<file path="config.mk">
export PLATFORM = sky130hd
export DESIGN_NAME = elc3_seq_alu
export DESIGN_NICKNAME = d
export VERILOG_FILES = /design/src/rtl/elc3_seq_alu.sv
export SDC_FILE = /design/constraint.sdc
export NUM_CORES = 1
export LEC_CHECK = 0
export ABC_AREA = 1
export BUFFER_PORTS_ARGS = -buffer_cell sky130_fd_sc_hd__buf_2
export CAP_MARGIN = 0
export CORE_UTILIZATION = 40
export DETAILED_ROUTE_END_ITERATION = 12
export GPL_TIMING_DRIVEN = 0
export HOLD_SLACK_MARGIN = 0.08
export PLACE_DENSITY = 0.69
export SLEW_MARGIN = 20
export SYNTH_ARGS = -nofsm -noshare
export SYNTH_HDL_FRONTEND = slang
export SYNTH_SLANG_ARGS = --single-unit
</file>
<file path="constraint.sdc">
create_clock -name i_clk -period 2.9 [get_ports i_clk]
set_input_delay 0.29 -clock i_clk [delete_from_list [all_inputs] [get_ports i_clk]]
set_output_delay 0.29 -clock i_clk [all_outputs]
set_load 0.01 [all_outputs]
</file>
<file path="src/rtl/elc3_seq_alu.sv">
// elc3_seq_alu: multi-cycle eLC-3 ALU with start/busy/done handshake and registered NZP/V.
// Define ELC3_ALU_MUL_EN to build the iterative shift-add multiplier for Fn=111 (otherwise Fn=111 is PASSA).
module elc3_seq_alu #(
  parameter int WIDTH = 16
) (
  input  logic             i_clk,
  input  logic             i_reset,
  input  logic             i_start,
  input  logic [2:0]       i_fn,
  input  logic [WIDTH-1:0] i_a,
  input  logic [WIDTH-1:0] i_b,
  output logic [WIDTH-1:0] o_out,
  output logic [2:0]       o_nzp,
  output logic             o_v,
  output logic             o_busy,
  output logic             o_done
);
  localparam int SW = $clog2(WIDTH);
  typedef enum logic [1:0] {S_IDLE, S_SHIFT, S_MUL} state_t;
  state_t r_state, w_state_nx;
  logic [WIDTH-1:0] r_out, r_sh, w_sh_nx, w_alu, w_wval, w_sum, w_dif, w_mul_res;
  logic [2:0] r_nzp;
  logic r_v, r_done, r_dir, w_alu_v, w_wr, w_wv, w_go, w_iter_sh, w_fn_mul, w_mul_last, w_mul_v;
  logic [SW-1:0] r_cnt, w_s;
  assign w_s       = i_b[SW-1:0];
  assign w_go      = (r_state == S_IDLE) && i_start;
  assign w_iter_sh = (i_fn == 3'b110) && (w_s != '0);
  assign w_sum     = i_a + i_b;
  assign w_dif     = i_a - i_b;
  assign w_sh_nx   = r_dir ? {r_sh[WIDTH-1], r_sh[WIDTH-1:1]} : {r_sh[WIDTH-2:0], 1'b0};
`ifdef ELC3_ALU_MUL_EN
  logic [2*WIDTH-1:0] r_acc, r_mcand, w_acc_nx;
  logic [WIDTH-1:0]   r_mplier;
  logic [SW-1:0]      r_mcnt;
  assign w_fn_mul   = i_fn == 3'b111;
  assign w_acc_nx   = r_acc + (r_mplier[0] ? r_mcand : '0);
  assign w_mul_last = r_mcnt == '0;
  assign w_mul_res  = w_acc_nx[WIDTH-1:0];
  assign w_mul_v    = |w_acc_nx[2*WIDTH-1:WIDTH];
  always_ff @(posedge i_clk) begin
    if (i_reset) begin
      r_acc    <= '0;
      r_mcand  <= '0;
      r_mplier <= '0;
      r_mcnt   <= '0;
    end else if (w_go && w_fn_mul) begin
      r_acc    <= '0;
      r_mcand  <= {{WIDTH{1'b0}}, i_a};
      r_mplier <= i_b;
      r_mcnt   <= SW'(WIDTH - 1);
    end else if (r_state == S_MUL) begin
      r_acc    <= w_acc_nx;
      r_mcand  <= r_mcand << 1;
      r_mplier <= r_mplier >> 1;
      r_mcnt   <= r_mcnt - SW'(1);
    end
  end
`else
  assign w_fn_mul   = 1'b0;
  assign w_mul_last = 1'b1;
  assign w_mul_res  = '0;
  assign w_mul_v    = 1'b0;
`endif
  // Fn=011, SHIFT by 0 and (without MUL) Fn=111 all fall through to PASSA
  always_comb begin
    w_alu   = i_a;
    w_alu_v = 1'b0;
    case (i_fn)
      3'b000: begin
        w_alu   = w_sum;
        w_alu_v = (i_a[WIDTH-1] == i_b[WIDTH-1]) && (w_sum[WIDTH-1] != i_a[WIDTH-1]);
      end
      3'b001: w_alu = i_a & i_b;
      3'b010: w_alu = ~i_a;
      3'b100: begin
        w_alu   = w_dif;
        w_alu_v = (i_a[WIDTH-1] != i_b[WIDTH-1]) && (w_dif[WIDTH-1] != i_a[WIDTH-1]);
      end
      3'b101: w_alu = i_a ^ i_b;
      default: w_alu = i_a;
    endcase
  end
  always_ff @(posedge i_clk) begin
    if (i_reset) r_state <= S_IDLE;
    else r_state <= w_state_nx;
  end
  always_comb begin
    w_state_nx = r_state;
    case (r_state)
      S_IDLE:  w_state_nx = !i_start ? S_IDLE : w_fn_mul ? S_MUL : w_iter_sh ? S_SHIFT : S_IDLE;
      S_SHIFT: w_state_nx = (r_cnt == SW'(1)) ? S_IDLE : S_SHIFT;
      default: w_state_nx = w_mul_last ? S_IDLE : r_state;
    endcase
  end
  always_comb begin
    o_busy = r_state != S_IDLE;
    w_wr   = (w_go && !w_fn_mul && !w_iter_sh) || (r_state == S_SHIFT && r_cnt == SW'(1))
           || (r_state == S_MUL && w_mul_last);
    w_wval = (r_state == S_SHIFT) ? w_sh_nx : (r_state == S_MUL) ? w_mul_res : w_alu;
    w_wv   = (r_state == S_SHIFT) ? 1'b0 : (r_state == S_MUL) ? w_mul_v : w_alu_v;
  end
  always_ff @(posedge i_clk) begin
    if (i_reset) begin
      r_out  <= '0;
      r_nzp  <= 3'b010;
      r_v    <= 1'b0;
      r_done <= 1'b0;
      r_sh   <= '0;
      r_dir  <= 1'b0;
      r_cnt  <= '0;
    end else begin
      r_done <= w_wr;
      if (w_wr) begin
        r_out <= w_wval;
        r_nzp <= {w_wval[WIDTH-1], w_wval == '0, !w_wval[WIDTH-1] && (w_wval != '0)};
        r_v   <= w_wv;
      end
      if (w_go) begin
        r_sh  <= i_a;
        r_dir <= i_b[WIDTH-1];
        r_cnt <= w_s;
      end else if (r_state == S_SHIFT) begin
        r_sh  <= w_sh_nx;
        r_cnt <= r_cnt - SW'(1);
      end
    end
  end
  assign o_out  = r_out;
  assign o_nzp  = r_nzp;
  assign o_v    = r_v;
  assign o_done = r_done;
endmodule

</file>
# ---- Yosys cells after proc, flatten, opt, wreduce, memory -nomap -nowiden
# Cells that the tools add are included.
# Widths: inputs -> output; s select.
dict set report word_totals {
  regBits 44
  input_bits 38
  out_inout_bits 22
  word_cells 59
}
dict set report classes {
  n_addsub 3
  n_eq_ne 12
  n_mux 15
  bitwise_logic 3
  reduce_logical 18
}
# operator n
set op_table {}
lappend op_table {{$mux 16} 5}
lappend op_table {{$pmux 16 s5} 1}
lappend op_table {{$add 16x16->16} 1}
lappend op_table {{$and 16x16->16} 1}
lappend op_table {{$logic_not 16->1} 1}
lappend op_table {{$not 16->16} 1}
lappend op_table {{$reduce_bool 16->1} 1}
lappend op_table {{$sub 16x16->16} 1}
lappend op_table {{$xor 16x16->16} 1}
lappend op_table {{$eq 3x3->1 const B} 3}
lappend op_table {{$mux 4} 2}
lappend op_table {{$logic_and 1x1->1} 7}
lappend op_table {{$mux 1} 5}
lappend op_table {{$eq 4x1->1 const B} 1}
lappend op_table {{$pmux 1 s2} 2}
lappend op_table {{$reduce_bool 2->1} 2}
lappend op_table {{$reduce_bool 4->1} 1}
lappend op_table {{$sub 4x1->4 const B} 1}
lappend op_table {{$eq 3x1->1 const B} 1}
lappend op_table {{$eq 3x2->1 const B} 1}
lappend op_table {{$logic_not 3->1} 1}
lappend op_table {{$ne 1x1->1} 3}
lappend op_table {{$eq 2x1->1 const B} 1}
lappend op_table {{$eq 2x2->1 const B} 1}
lappend op_table {{4 further kinds} 6}

# ---- Depth between registers and ports, before layout
dict set report logic_depth {
  depth_word 6
  mapped_depth 21
  depth_no_buf 20
}

# ---- Worst setup path before layout
# No wires, ideal clock.
dict set report synth_timing {
  path_kind {input-to-reg}
  startpoint {input port i_a[0]}
  endpoint {register r_nzp[0], in the netlist o_nzp[0]}
  setup_time_ns 0.132
  arrival_ns 2.092
  required_time_ns 2.768
  slack_ns 0.676
  stages 19
  path_buffers 0
  path_cell_list {inv_1 ha_1 fa_1 inv_1 nand3_1 nand2_1 nand2_1 nand2_1 nand2_1 nand2_1 nand2_1 nand3_1 nand3_1 a21boi_1 nand2_1 nor2_1 nand3_1 nand2_1 a21oi_1}
}
dict set report synth_via {
  elab_chain_len 6
  elab_cells_between_ends 11
  cone_classes {add/sub: 2; mux: 3; bitwise: 3; reduce/logical: 3}
}
# element line_no
set synth_lines {}
lappend synth_lines {{start, declared} 10} ;# input logic [WIDTH-1:0] i_a,
lappend synth_lines {{$sub 16x16->16 (tied with other cells)} 29} ;# assign w_dif = i_a - i_b;
lappend synth_lines {{$pmux 16 s5 (*)} 68} ;# case (i_fn)
lappend synth_lines {{$mux 16 (*) (2 in a row)} 99} ;# w_wval = (r_state == S_SHIFT) ? w_sh_nx : (r_state == S_MUL) ? w_mul_res : w_alu;
lappend synth_lines {{$reduce_bool 16->1 or $logic_not 1->1 (tied branches)} 115} ;# r_nzp <= {w_wval[WIDTH-1], w_wval == '0, !w_wval[WIDTH-1] && (w_wval != '0)};
lappend synth_lines {{$logic_and 1x1->1 (*)} 115}
lappend synth_lines {{end signal, assigned} 115}
lappend synth_lines {{end, declared} 22} ;# logic [2:0] r_nzp;
# Every way passes the cells marked *; elsewhere a longest branch is shown, timed or not.
# A chain may end at the register's enable or synchronous reset.

# ---- Final worst setup path
# Ends and elaborated chain as after synthesis.

==> reports/metrics.yaml <==
floorplan:
  die-width_um: 110
  die_area_sq_um: 12100
  io_pins: 60
  dieHeight_um: 110
  initial_core_util: 0.409
  core_area_sq_um: 11400
  rows: 39
clock_network:
  cts_root_buffer: "clkbuf_16"
  path_clk_slew_ns: 0.06
  clk_latency_ns: 0.28
  htree_levels: 2
  cts_tree: "built"
  cts.sinks: 42
  post-cts-setup-buffer-count: 0
  hold_buffers: 0
  cts.repair.resized: 0
  cts_buffers: 5
  cts_buffer_depth: 2
pwr:
  powerDensity_nw_per_um2: 376
  switching_power_uw: 771
  vdd_drop_max_mv: 0.285
  combPwrFrac: 0.386
  p_leak_uw: 0.00278
  seq_power_share: 0.325
  switching_share: 0.387
  cellInternalPower_uw: 1220
  p_clk_frac: 0.288
  total_power_uw: 1990
setup_path:
  crit_required_ns: 3.04
  crit_path_start_kind: "input port"
  critPathCaptureType: "register"
  setup.worst_path.start: "i_a[0]"
  cp-endpoint: "o_nzp[0]$_SDFFE_PP0P_"
  worstReg2RegStart: "r_state[0]$_SDFF_PP0_"
  cp_data_arrival_time_ns: 2.75
  r2r_end: "o_nzp[0]$_SDFFE_PP0P_"
  crit_fanout: 4
  critPathKind: "input port to register"
  reg2reg_slack_ns: 0.50
  worstRegToRegCells: 12
logic_synthesis:
  synth_most_common_cell: "nand2_1"
  synth-seq-area-share: 0.180
  synth_nets: 901
  synth.top_cell.area_share: 0.180
  syn_area_sq_um: 4680
  synth_cells: 827
  yosys_warnings: 0
  synth_edf_count: 0
  synthFlopType: "dfxtp_1"
  yosys-top-cells-count: "nand2_1 (214), inv_1 (127), nor2_1 (93)"
  synth_area_leaders: "dfxtp_1 (18%), nand2_1 (17%), inv_1 (10%)"
  ys_seq_elements: 42
  synth_cell_types: 40
  synth.largest_area_cell: "dfxtp_1"
  avgSynthCellArea_sq_um: 5.65
  synthArstFlopShare: 0
global_routing:
  grt_max_degree: 14
  track_usage: 0.250
  grt_first_pass_wirelength_mm: 23.5
  antenna_found_initial: 0
  gr-total-overflow: 0
  grt_pass1_vias: 4789
sta:
  slew_violations: 0
  fin_crit_ns: 2.61
  maxSlewHeadroom: 0.520
  skew_ns: 0.00331
  period_share: 0.899
  clock.fmax_ghz: 0.384
  setup_violations: 0
  setup_tns_ns: 0
  tightest_slew_ns: 0.718
  hold_violations: 0
  rsz0062_at_grt: "false"
route:
  first_pass_iters: 5
  drt-initial-drc-count: 582
  wl_mm: 14.9
  ant_nets: 0
  drc: 0
  viasPerCell: 5.28
  wl_per_cell_um: 14.4
  vias: 5475
place:
  place_congestion: 0.926
  io_buffers: 58
  hpwl_mm: 12.0
  placed_area_sq_um: 5140
job:
  drv_cap: 0
cells_and_area:
  diodes: 0
  finalNetCount: 966
  design_area_sq_um: 5300
  area_growth_pct: 13.3
  fillers: 1287
  drive_above_1_share: 0.111
min_path:
  hp-class: "input port to register"
run_status:
  outcome: "completed"
[final cells by class]
| type | count | area, sq um | area share |
|---|---|---|---|
| multi-input cells | 616 | 3160 | 0.597 |
| well taps | 143 | 179 | 0.0338 |
| plain buffers | 35 | 171 | 0.0324 |
| repair buffers | 58 | 290 | 0.0548 |
| clock inverters | 2 | 12.5 | 0.00236 |
| inverters | 134 | 503 | 0.0950 |
| flip-flops and latches | 42 | 841 | 0.159 |
| clock buffers | 6 | 139 | 0.0262 |
[worst max-delay path, cell delays in order]
cell	delay [ns]
buf_2	0.10
inv_1	0.09
ha_1	0.22
fa_1	0.42
inv_1	0.12
nand3_1	0.11
nand2_1	0.15
nand2_1	0.09
nand2_1	0.12
nand2_1	0.08
nand2_1	0.07
nand2_1	0.05
nand3_1	0.07
nand3_1	0.13
a21boi_1	0.22
nand2_1	0.09
nor2_1	0.09
nand3_1	0.10
nand2_1	0.07
a21oi_1	0.05
[cells in the final DEF, fill, tap and decap left out, types with 11 or more instances in the layout]
| cell type | n |
|---|---|
| a21oi_1 | 54 |
| a31oi_1 | 19 |
| buf_2 | 74 |
| clkbuf_1 | 12 |
| dfxtp_1 | 42 |
| ha_1 | 34 |
| inv_1 | 127 |
| nand2_1 | 214 |
| nand3_1 | 82 |
| nand4_1 | 15 |
| nor2_1 | 93 |
| nor3_1 | 14 |
| o211ai_1 | 11 |
| o21ai_0 | 38 |
[power by group through the flow]
stage | Combinational [uW] | Sequential [uW] | Clock, uW
after floorplan | 516 | 668 | 0
after detailed placement | 757 | 660 | 0
after global placement | 751 | 660 | 0
final | 770 | 648 | 575
after CTS | 761 | 648 | 575
after global routing | 869 | 654 | 600
[cell families after synthesis]
kind of cell             synth area share
adder cells (fa/ha/maj)            0.0995
AND/OR/NAND/NOR                     0.392
AO/OA/AOI/OAI                       0.177
buffers and inverters               0.144
flip-flops                          0.180
XOR/XNOR                          0.00749
[sequential cells by signal, summed over array words and instances (netlist names)]
name     count
r_sh        16
o_v          1
r_cnt        4
o_nzp        2
r_state      1
r_dir        1
o_done       1
o_out       16
[layer usage]
metal  vias up  GRT usage  part of all wire  wire length, um
met5         -          0                 0                0
met4         0     0.0564             0.019              278
met3        19     0.0270             0.066              977
met2       196      0.410              0.45             6700
met1      2455      0.349              0.47             6940
li1       2805          -                 -                -
[how the worst min path moves through the flow]
stage                                startpoint               endpoint  slack [ns]  cells past startpoint
after detailed placement  o_nzp[0]$_SDFFE_PP0P_  o_nzp[0]$_SDFFE_PP0P_        0.46                      2
after CTS                               i_start  r_state[0]$_SDFF_PP0_        0.28                      3
after global routing                    i_start  r_state[0]$_SDFF_PP0_        0.31                      3
final                                   i_start  r_state[0]$_SDFF_PP0_        0.29                      3
after floorplan                         i_start  r_state[0]$_SDFF_PP0_        0.43                      2
after global placement         o_v$_SDFFE_PP0P_       o_v$_SDFFE_PP0P_        0.46                      2
[through the flow]
step                      setup slack [ns]  hold slack [ns]   util  instances
final                                0.293            0.291  0.464       1036
after global routing                0.0517            0.307  0.464       1036
after CTS                            0.286            0.276  0.464       1036
after detailed placement           0.00421            0.457  0.451       1028
after global placement             -0.0128            0.455  0.451       1028
after floorplan                      0.676            0.429      -        827
(Power assumes the default switching activity.)
